### src/rtl/imem_lat.sv
// Read-only instruction memory with a fixed, parameterised access latency.
// One access in flight at a time; result is presented for exactly one cycle.
`timescale 1ns/1ps
module imem_lat #(
    parameter int unsigned WIDTH     = 32,
    parameter int unsigned DEPTH     = 64,
    parameter int unsigned LATENCY   = 3,
    parameter string       INIT_FILE = ""
) (
    input  logic             CLK,
    input  logic             ResetN,
    input  logic             Req,
    input  logic [31:0]      A,
    input  logic             Flush,
    output logic             Ready,
    output logic [WIDTH-1:0] RD,
    output logic             Err,
    output logic             Busy
);
    localparam int         AW       = $clog2(DEPTH);
    localparam logic [3:0] CNT_LOAD = 4'(LATENCY - 1);

    typedef enum logic [1:0] {S_IDLE, S_WAIT, S_DONE} state_t;

    state_t           state_q, state_d;
    logic [3:0]       cnt_q, cnt_d;
    logic [31:0]      addr_q, addr_d;
    logic             ready_q, ready_d;
    logic             err_q, err_d;
    logic             busy_q, busy_d;
    logic [WIDTH-1:0] rd_q, rd_d;
    logic [AW-1:0]    word_idx;
    logic             addr_fault;

    logic [WIDTH-1:0] mem [DEPTH] = '{default: '0};

    assign word_idx   = addr_q[AW+1:2];
    // Misaligned, or any address bit above the array's word range is set.
    assign addr_fault = (addr_q[1:0] != 2'b00) || ((addr_q >> (AW + 2)) != 32'd0);

    always_comb begin
        state_d = state_q;
        cnt_d   = cnt_q;
        addr_d  = addr_q;
        ready_d = 1'b0;
        rd_d    = '0;
        err_d   = 1'b0;
        busy_d  = 1'b0;

        case (state_q)
            S_IDLE: begin
                if (Req) begin
                    addr_d  = A;
                    cnt_d   = CNT_LOAD;
                    state_d = S_WAIT;
                end
            end
            S_WAIT: begin
                if (cnt_q != 4'd0) begin
                    cnt_d = cnt_q - 4'd1;
                end else begin
                    state_d = S_DONE;
                    ready_d = 1'b1;
                    err_d   = addr_fault;
                    rd_d    = addr_fault ? '0 : mem[word_idx];
                end
            end
            S_DONE: begin
                // Accepting here gives back-to-back accesses with no idle cycle.
                if (Req) begin
                    addr_d  = A;
                    cnt_d   = CNT_LOAD;
                    state_d = S_WAIT;
                end else begin
                    state_d = S_IDLE;
                end
            end
            default: state_d = S_IDLE;
        endcase

        if (Flush) begin
            state_d = S_IDLE;
            cnt_d   = 4'd0;
            ready_d = 1'b0;
            rd_d    = '0;
            err_d   = 1'b0;
        end

        busy_d = (state_d != S_IDLE);
    end

    always_ff @(posedge CLK or negedge ResetN) begin
        if (!ResetN) begin
            state_q <= S_IDLE;
            cnt_q   <= 4'd0;
            addr_q  <= 32'd0;
            ready_q <= 1'b0;
            rd_q    <= '0;
            err_q   <= 1'b0;
            busy_q  <= 1'b0;
        end else begin
            state_q <= state_d;
            cnt_q   <= cnt_d;
            addr_q  <= addr_d;
            ready_q <= ready_d;
            rd_q    <= rd_d;
            err_q   <= err_d;
            busy_q  <= busy_d;
        end
    end

    assign Ready = ready_q;
    assign RD    = rd_q;
    assign Err   = err_q;
    assign Busy  = busy_q;
endmodule

### config.mk
export PLATFORM = sky130hd
export DESIGN_NAME = imem_lat
export DESIGN_NICKNAME = d
export VERILOG_FILES = /design/src/rtl/imem_lat.sv
export SDC_FILE = /design/constraint.sdc
export NUM_CORES = 1
export LEC_CHECK = 0
export CAP_MARGIN = 40
export CORE_MARGIN = 2
export CORE_UTILIZATION = 45
export CTS_CLUSTER_SIZE = 20
export DETAILED_ROUTE_END_ITERATION = 7
export PLACE_DENSITY = 0.84
export SYNTH_ARGS = -nofsm -noshare
export SYNTH_HDL_FRONTEND = slang
export SYNTH_SLANG_ARGS = --single-unit
### constraint.sdc
create_clock -name CLK -period 4.2 [get_ports CLK]
set_clock_uncertainty 0.15 [all_clocks]
set_input_delay 1.26 -clock CLK [delete_from_list [all_inputs] [get_ports CLK]]
set_output_delay 1.26 -clock CLK [all_outputs]
set_load 0.02 [all_outputs]
Yosys cells after proc, flatten, opt, wreduce, memory -nomap -nowiden
Cells that the tools add are included.
{"block": "classes", "muxes": 19, "reduce_logical": 10, "n_addsub": 1, "n_eq_ne": 4}
{"op": "$mux W32", "count": 4}
{"op": "$reduce_bool A32 Y1", "count": 1}
{"op": "$mux W4", "count": 3}
{"op": "$pmux W4 S2", "count": 1}
{"op": "$mux W1", "count": 7}
{"op": "$mux W2", "count": 3}
{"op": "$pmux W2 S3", "count": 1}
{"op": "$reduce_bool A2 Y1", "count": 2}
{"op": "$reduce_bool A4 Y1", "count": 1}
{"op": "$sub A4 B1 Y4 const B", "count": 1}
{"op": "$ne A3 B1 Y1 const B", "count": 1}
{"op": "$ne A3 B3 Y1 const B", "count": 1}
{"op": "$reduce_and A3 Y1", "count": 1}
{"op": "$reduce_bool A3 Y1", "count": 1}
{"op": "$eq A2 B1 Y1 const B", "count": 1}
{"op": "$eq A2 B2 Y1 const B", "count": 1}
{"op": "$logic_not A2 Y1", "count": 1}
{"op": "$reduce_and A2 Y1", "count": 1}
{"op": "$reduce_or A2 Y1", "count": 1}
{"op": "$logic_or A1 B1 Y1", "count": 1}
{"block": "totals", "out_inout_bits": 35, "ff_bits": 73, "elab_cells": 41}

Longest topological paths before layout
Gate-level depths: netlist of the first run.
{"block": "depth", "word_depth": 6, "depth_mapped": 6}

Least setup slack after synthesis of the first run
OpenSTA, ideal clock, no wires.
{"block": "synth_timing", "path_kind": "input to register", "from": "input Req", "to": "register addr_q[10]", "arrival_time_ns": 2.172, "n_path_buf": 2, "setup_time_ns": 0.125, "cell_stages": 4, "required_ns": 3.925, "slack_ns": 1.753, "path_cell_list": "nor2b_1 buf_2 buf_2 mux2_2"}
{"block": "synth_between", "elab_chain_len": 1}
{"element": "from (decl)", "line": "12", "rtl": "input logic Req,"}
{"element": "$reduce_and A2 Y1 (no line)"}
{"element": "to (signal assigned)", "line": "104", "rtl": "addr_q <= addr_d;"}
{"element": "to (decl)", "line": "27", "rtl": "logic [31:0] addr_q, addr_d;"}
No other way between the ends.
A chain may end at the register's enable or synchronous reset.

Worst setup path after layout of the first run
{"block": "layout_timing", "from": "input Req", "to": "register cnt_q[1]"}
{"block": "layout_between", "elab_chain_len": 2}
{"element": "$ne A3 B1 Y1 (no line)"}
{"element": "$reduce_and A3 Y1 (no line)"}
{"element": "to (signal assigned)", "line": "103", "rtl": "cnt_q <= cnt_d;"}
{"element": "to (decl)", "line": "26", "rtl": "logic [3:0] cnt_q, cnt_d;"}
No other way between the ends.

==> flow_summary.yaml, run 1 <==
outcome:
  outcome: "complete, no violations"
floorplanning:
  die-width_um: 65.0
  die_h_um: 65.0
  die-area_um2: 4220
  io_pins: 71
  coreArea_um2: 3610
  rows: 22
  start_util: 0.464
synthesis:
  synth_compound_area_frac: 0.0254
  synth_common_cells: "dfrtp_1 (35), buf_4 (32), mux2_2 (24), nor4_1 (6)"
  synthTopCellsByArea: "dfrtp_1 (52%), mux2_2 (16%), buf_4 (14%)"
  synth_top_family_by_area: "multiplexers"
  synth-edff-count: 0
  synth_xor_xnor_area_share: 0.00523
  ys_seq_area_frac: 0.523
  ys.flop_type: "dfrtp_1"
  synth_top_area_share: 0.523
  syn_area_um2: 1670
  synth_mux_area_frac: 0.184
  syn_avg_cell_area_um2: 12.3
  yosys.area.top_type: "dfrtp_1"
  yosysWarnings: 0
  ys_types: 26
  async_flop_share: 1.00
  yosys.area_share.simple: 0.0859
  yosys.area_share.adder: 0.0149
  ys_ff_latch: 35
  synth.most_common_cell: "dfrtp_1"
  syn_inst: 136
place:
  placed_cell_area_um2: 1930
  gp_routability_congestion: 0.725
  numPortBuffers: 32
  dpl.hpwl_mm: 1.77
clock_network:
  cts_buffers: 5
  cts_hold_buf: 0
  cts.htree.levels: 2
  clk_latency_ns: 0.28
  cts_sinks: 35
  cts_tree: "built"
  cts_resized: 0
  clkSlewWorstSetupHoldPaths_ns: 0.07
  cts-root-buf: "clkbuf_8"
  post_cts_buffers: 0
  cts_buffer_depth: 2
sta:
  period_needed_ns: 2.77
  hold_violations: 0
  holdWs_ns: 0.353
  rsz0062_at_grt: "false"
  max_freq_mhz: 361
  setup-violations-final: 0
  fin_crit_sh: 0.660
  tns_ns: 0
  drv_slew: 0
drt:
  drc: 0
  routedWlPerCell_um: 11.2
  routed_via_density: 4.41
  drt.antenna.violating_nets: 0
  vias: 979
  first_pass_iters: 4
  drt-initial-drc-count: 35
  totalWireLength_mm: 2.48
global_route:
  grt_usage: 0.132
  antenna_found_initial: 0
  grt_max_degree: 36
  grt_pass1_vias: 921
  grt_pass1_wl_mm: 4.16
  overflow: 0
setup_path:
  rr_worst_depth: 6
  start_kind: "input port"
  crit_path_max_incr_delay_ns: 0.39
  worstPathCellList: "clkdlybuf4s50_1, nor2b_2, buf_4, nor3_1, nor2_2, mux2_4"
  crit_type: "input port to flop"
  arrival_ns: 2.80
  crit_path_end_kind: "flop"
  crit_fanout: 29
  critPathSlowestCell: "clkdlybuf4s50_1"
  crit_required_ns: 4.22
pwr:
  seqPwrFrac: 0.505
  finalPower_mw: 0.838
  switching_power_mw: 0.237
  power_density_nw_per_um2: 415
  swShare: 0.283
  p_comb_frac: 0.212
  p_int_mw: 0.601
  peakVddDrop_uv: 257
  p_clk_frac: 0.283
  p_leak_nw: 0.886
layout:
  fin_area_um2: 2020
  regArea_um2: 876
  area_delta_synth_final_pct: 20.8
  multiInputGateArea_um2: 651
  n_fill_cell: 322
  final_nets: 211
  diodes: 0
  layout-drive-gt1-share: 0.224
job:
  cap_viol_max_count: 0
min_path:
  hold_depth: 1
  hp-class: "flop to flop"
-- worst max-delay path: cells and delay by family --
family | cells | cell delay, ns
multiplexers | 1 | 0.30
buffers and inverters | 2 | 0.63
AND/OR/NAND/NOR | 3 | 0.60
-- through the flow --
step                       util  cells  setup WS [ns]
after CTS                 0.561    222           1.42
final                     0.561    222           1.43
after global placement    0.536    214           1.10
after detailed placement  0.536    214           1.13
after global routing      0.561    222           1.28
after floorplan               -    167           1.75
-- state kept, by name (all words and copies together), names as in the netlist --
| signal | flops |
|---|---|
| cnt_q | 4 |
| Busy | 1 |
| state_q | 2 |
| Ready | 1 |
| addr_q | 26 |
| Err | 1 |
-- layout make-up --
cell class | instances | share of cell area
sequential | 35 | 0.433
multi-input combinational | 94 | 0.322
timing repair buffer | 34 | 0.166
clock buffer | 5 | 0.0340
tap | 48 | 0.0297
clock inverter | 3 | 0.00990
inverter | 3 | 0.00557
-- power groups by stage --
stage                     Clock (mW)  Sequential, mW  Combinational (mW)
final                          0.237           0.424               0.177
after global routing           0.262           0.432               0.195
after CTS                      0.241           0.424               0.179
after detailed placement           0           0.430               0.178
after global placement             0           0.428               0.173
after floorplan                    0           0.424               0.145
-- layout by cell type (no fill, tap or decap) --
cell type        count
dfrtp_1             35
ha_1                 2
nor2_4               1
or3b_1               1
mux2_4               1
mux2_2              24
o21ai_1              1
nand2b_1             2
or3b_4               1
inv_1                3
clkinvlp_4           2
conb_1              32
a21oi_1              1
nor2_1               5
nor2b_1              1
xnor2_1              1
buf_4                2
mux2_1               2
nand3_1              1
clkdlybuf4s50_1     32
nor2_2               1
nand4_1              1
clkinv_2             1
nand2_1              1
clkbuf_8             5
nor3_1               2
nor4_1               6
nor2b_2              1
o21ai_0              5
o21a_1               1
-- worst paths after layout --
path                                     endpoint  slack [ns]              startpoint
max                          cnt_q[1]$_DFFE_PN0P_        1.43                     Req
min in group asynchronous  addr_q[21]$_DFFE_PN0P_        1.22                  ResetN
min reg2reg                addr_q[16]$_DFFE_PN0P_        0.35  addr_q[16]$_DFFE_PN0P_
max reg2reg                  cnt_q[1]$_DFFE_PN0P_        2.36    cnt_q[1]$_DFFE_PN0P_
min                        addr_q[16]$_DFFE_PN0P_        0.35  addr_q[16]$_DFFE_PN0P_
max in group asynchronous  addr_q[26]$_DFFE_PN0P_        2.37                  ResetN
-- per-layer routing --
| metal | share of wire | vias to the layer above | global-route usage |
|---|---|---|---|
| met3 | 0.080 | 2 | 0.0521 |
| met2 | 0.49 | 42 | 0.209 |
| li1 | - | 470 | - |
| met5 | 0 | - | 0 |
| met1 | 0.43 | 465 | 0.166 |
| met4 | 0.0032 | 0 | 0.0399 |
-- logic make-up after synthesis --
kind of cell,after synthesis
simple gates,24
buf+inv,38
fa+ha+maj,2
other cells,1
compound gates,8
mux,27
xor+xnor,1
flops,35
No activity file was read; power rests on OpenSTA's default activity.
==> run 2, diff against run 1 <==
CORE_UTILIZATION = 38   (was 45)
PLACE_DENSITY = 0.76   (was 0.84)
clock period = 2.5 ns   (was 4.2 ns; I/O delays follow)
==> run 2 against run 1 <==
Effect of this change:
- combinational power grew 70%
- critical path depth shrank 5
- sequential power grew 68%
- die area grew 17%
- routed wire length grew 5.5%
- count of clock-buffer cells in the layout is the same
- power grew 67%
- critical path type is now flop to output port
- critical endpoint is now Ready
- highest routed layer unchanged
==> flow_summary.yaml, run 2 (same netlist as run 1, synthesis figures left out) <==
outcome:
  outcome: "complete, no violations"
setup_path:
  crit_path_max_incr_delay_ns: 0.60
  crit_start: "Ready$_DFF_PN0_"
  worstPathCellList: "clkdlybuf4s50_1"
  crit_required_ns: 1.60
  timing.rr.end: "cnt_q[1]$_DFFE_PN0P_"
  cp.depth: 1
  r2r_start: "cnt_q[0]$_DFFE_PN0P_"
  cp_num_buf_inv: 1
  arrival_ns: 1.21
  crit_fanout: 1
  crit_path_end_kind: "output port"
  start_kind: "flop"
  ff2ff_setup_slack_ns: 0.69
  rr_worst_depth: 6
  cp-endpoint: "Ready"
  crit_type: "flop to output port"
  crit_family: "buffers and inverters"
  critPathSlowestCell: "clkdlybuf4s50_1"
layout:
  diodes: 0
  area_delta_synth_final_pct: 22.1
  largest_reg_flops: 26
  fin_area_um2: 2040
  mostFrequentLayoutCells: "dfrtp_1 (35), conb_1 (32), clkdlybuf4s50_1 (32)"
  regArea_um2: 876
  regMostFlops: "addr_q"
  layout-drive-gt1-share: 0.237
  multiInputGateArea_um2: 651
  final_nets: 214
  final_common_cell: "dfrtp_1"
  n_fill_cell: 398
  largestRegisters: "addr_q: 26 flops, cnt_q: 4 flops, state_q: 2 flops"
sta:
  hold_violations: 0
  max_freq_mhz: 474
  tns_ns: 0
  holdWs_ns: 0.345
  rsz0062_at_grt: "false"
  period_needed_ns: 2.11
  setup-violations-final: 0
  drv_slew: 0
  fin_crit_sh: 0.843
floorplanning:
  die_h_um: 70.4
  rows: 24
  die-width_um: 70.4
  io_pins: 71
  start_util: 0.390
  die-area_um2: 4950
  coreArea_um2: 4290
global_route:
  grt_usage: 0.116
  grt_pass1_wl_mm: 4.44
  grt_max_degree: 36
  grt_pass1_vias: 1002
  antenna_found_initial: 0
  overflow: 0
drt:
  vias: 985
  first_pass_iters: 2
  drt.antenna.violating_nets: 0
  totalWireLength_mm: 2.62
  routedWlPerCell_um: 11.4
  drc: 0
  drt-initial-drc-count: 11
  routed_via_density: 4.30
pwr:
  swShare: 0.278
  switching_power_mw: 0.389
  p_comb_frac: 0.215
  p_leak_nw: 0.909
  p_int_mw: 1.01
  seqPwrFrac: 0.508
  peakVddDrop_uv: 355
  power_density_nw_per_um2: 685
  p_clk_frac: 0.276
min_path:
  hp-class: "flop to flop"
  min_from: "addr_q[16]$_DFFE_PN0P_"
clock_network:
  post_cts_buffers: 0
  clk_latency_ns: 0.28
  cts.htree.levels: 2
  clkSlewWorstSetupHoldPaths_ns: 0.07
  cts_buffers: 5
  cts_resized: 0
  cts_buffer_depth: 2
  cts_tree: "built"
  cts-root-buf: "clkbuf_8"
  cts_sinks: 35
  cts_hold_buf: 0
place:
  dpl.hpwl_mm: 2.00
  placed_cell_area_um2: 1960
  gp_routability_congestion: 0.709
  numPortBuffers: 32
job:
  cap_viol_max_count: 0
==> run 2: cell types whose count changed in the layout (fill, tap and decap cells not counted), sizes merged <==
cell,change
buf,+3
clkinv,+2
clkinvlp,-2
==> run 2: power groups by stage <==
| stage | logic (mW) | clock network (mW) | registers [mW] |
|---|---|---|---|
| after global placement | 0.297 | 0 | 0.719 |
| final | 0.301 | 0.387 | 0.712 |
| after global routing | 0.333 | 0.428 | 0.725 |
| after floorplan | 0.243 | 0 | 0.712 |
| after detailed placement | 0.304 | 0 | 0.724 |
| after CTS | 0.305 | 0.399 | 0.713 |
==> run 2: final cells by class <==
type                       instances  area share
clock buffer                       5      0.0337
clock inverter                     3     0.00734
inverter                           3     0.00551
multi-input combinational         94       0.318
sequential                        35       0.428
tap                               52      0.0318
timing repair buffer              37       0.175
==> run 2: through the flow <==
step,utilization,instances,power [mW],setup slack (ns)
after detailed placement,0.457,221,1.03,0.108
final,0.476,229,1.40,0.392
after CTS,0.476,229,1.42,0.378
after global placement,0.457,221,1.02,0.110
after global routing,0.476,229,1.49,0.350
after floorplan,-,167,0.955,0.563
==> run 2: worst min-delay path by stage <==
stage,end,depth (start not counted)
CTS,addr_q[16]$_DFFE_PN0P_,1
floorplan,Busy$_DFF_PN0_,0
detailed placement,addr_q[9]$_DFFE_PN0P_,1
finish,addr_q[16]$_DFFE_PN0P_,1
global route,addr_q[10]$_DFFE_PN0P_,1
global placement,addr_q[9]$_DFFE_PN0P_,1
==> run 2: layer usage <==
| layer | up-vias | GRT usage | part of all wire |
|---|---|---|---|
| met5 | - | 0 | 0 |
| met2 | 39 | 0.194 | 0.49 |
| met4 | 0 | 0.0513 | 0.0088 |
| met1 | 469 | 0.134 | 0.43 |
| li1 | 473 | - | - |
| met3 | 4 | 0.0375 | 0.066 |
==> run 3, diff against run 2 <==
clock period = 1.9 ns   (was 2.5 ns; I/O delays follow)
==> run 3 against run 2 <==
Effect of this change:
- clock power is 110% higher
- first-iteration DRC count increased by 36%
- final area is 4.5% higher
- critical path type is now input port to flop
- critical endpoint is now cnt_q[1]$_DFFE_PN0P_
- largest cell class unchanged
- highest routed layer unchanged
==> flow_summary.yaml, run 3 (same netlist as run 1, synthesis figures left out) <==
outcome:
  outcome: "complete, no violations"
global_route:
  grt_pass1_wl_mm: 4.28
  antenna_found_initial: 0
  grt_max_degree: 36
  overflow: 0
  grt_usage: 0.114
  grt_pass1_vias: 973
sta:
  holdWs_ns: 0.346
  rsz0062_at_grt: "false"
  max_freq_mhz: 533
  fin_crit_sh: 0.988
  tns_ns: 0
  period_needed_ns: 1.88
  setup-violations-final: 0
  drv_slew: 0
  finalWorstSetupSlack_ns: 0.0232
  hold_violations: 0
floorplanning:
  die-area_um2: 4950
  rows: 24
  die_h_um: 70.4
  start_util: 0.390
  die-width_um: 70.4
  io_pins: 71
  coreArea_um2: 4290
setup_path:
  crit_required_ns: 1.92
  crit_start: "Flush"
  r2r_start: "cnt_q[0]$_DFFE_PN0P_"
  ff2ff_setup_slack_ns: 0.15
  rr_worst_depth: 6
  crit_path_end_kind: "flop"
  crit_type: "input port to flop"
  cp-endpoint: "cnt_q[1]$_DFFE_PN0P_"
  timing.rr.end: "cnt_q[1]$_DFFE_PN0P_"
  crit_fanout: 3
  arrival_ns: 1.90
  start_kind: "input port"
clock_network:
  cts-root-buf: "clkbuf_8"
  clkSlewWorstSetupHoldPaths_ns: 0.08
  cts_sinks: 35
  cts_buffers: 5
  cts_hold_buf: 0
  cts_buffer_depth: 2
  post_cts_buffers: 0
  clk_latency_ns: 0.28
  cts_tree: "built"
  cts.htree.levels: 2
layout:
  utilization: 0.497
  final_common_cell: "dfrtp_1"
  layout-drive-gt1-share: 0.253
  mostFrequentLayoutCells: "dfrtp_1 (35), conb_1 (32), clkdlybuf4s50_1 (29)"
  n_fill_cell: 403
  stdcell_count: 230
  largestRegisters: "addr_q: 26 flops, cnt_q: 4 flops, state_q: 2 flops"
  regMostFlops: "addr_q"
  diodes: 0
  largest_reg_flops: 26
  final_nets: 215
  fin_area_um2: 2140
  area_delta_synth_final_pct: 27.6
drt:
  drc: 0
  routedWlPerCell_um: 11.2
  vias: 1004
  totalWireLength_mm: 2.59
  drt.antenna.violating_nets: 0
  routed_via_density: 4.37
  drt-initial-drc-count: 15
  first_pass_iters: 2
pwr:
  p_leak_nw: 0.960
  peakVddDrop_uv: 1070
  finalPower_mw: 2.16
  power_density_nw_per_um2: 1010
place:
  numPortBuffers: 32
  dp_slack_ns: -0.329
  dp_cells: 222
  gp_routability_congestion: 0.703
  dpl.hpwl_mm: 1.94
  placed_cell_area_um2: 1990
job:
  cap_viol_max_count: 0
min_path:
  min_from: "addr_q[16]$_DFFE_PN0P_"
  hp-class: "flop to flop"
==> run 3: worst min path at each step <==
stage	to	slack, ns	cells after the start
after floorplan	Busy$_DFF_PN0_	0.12	0
after global placement	addr_q[16]$_DFFE_PN0P_	0.33	1
after detailed placement	addr_q[16]$_DFFE_PN0P_	0.33	1
after CTS	addr_q[9]$_DFFE_PN0P_	0.35	1
after global routing	addr_q[9]$_DFFE_PN0P_	0.37	1
final	addr_q[16]$_DFFE_PN0P_	0.35	1
==> run 3: cell type report <==
cell class              instances  area [um^2]  share of cell area
flip-flops and latches         35          876               0.410
multi-input cells              94          661               0.309
repair buffers                 38          387               0.181
clock buffers                   5         68.8              0.0322
clock inverters                 3         67.6              0.0316
well taps                      52         65.1              0.0305
inverters                       3         11.3             0.00527
==> run 3: worst max-delay path, stage by stage <==
cell and delay, ns:
clkdlybuf4s50_1 0.43, or3b_4 0.43, nor2_4 0.13, nor2_2 0.05, mux2_4 0.29
==> run 3: power breakdown <==
| part | total [mW] | switching, mW | leakage (nW) | internal (mW) |
|---|---|---|---|---|
| clock | 0.802 | 0.279 | 0.0644 | 0.523 |
| combinational | 0.418 | 0.192 | 0.473 | 0.226 |
| sequential | 0.935 | 0.0672 | 0.423 | 0.868 |
==> run 3: metal layers <==
metal / track usage / up-vias / routed length (um)
li1: - / 476 / -
met1: 0.139 / 483 / 1160
met2: 0.174 / 40 / 1210
met3: 0.0433 / 5 / 174
met4: 0.0577 / 0 / 37
met5: 0 / - / 0
==> run 3: what timing repair did <==
action,CTS,global route
pin swaps,0,1
endpoints found under the setup margin,4,3
resized for setup,4,3
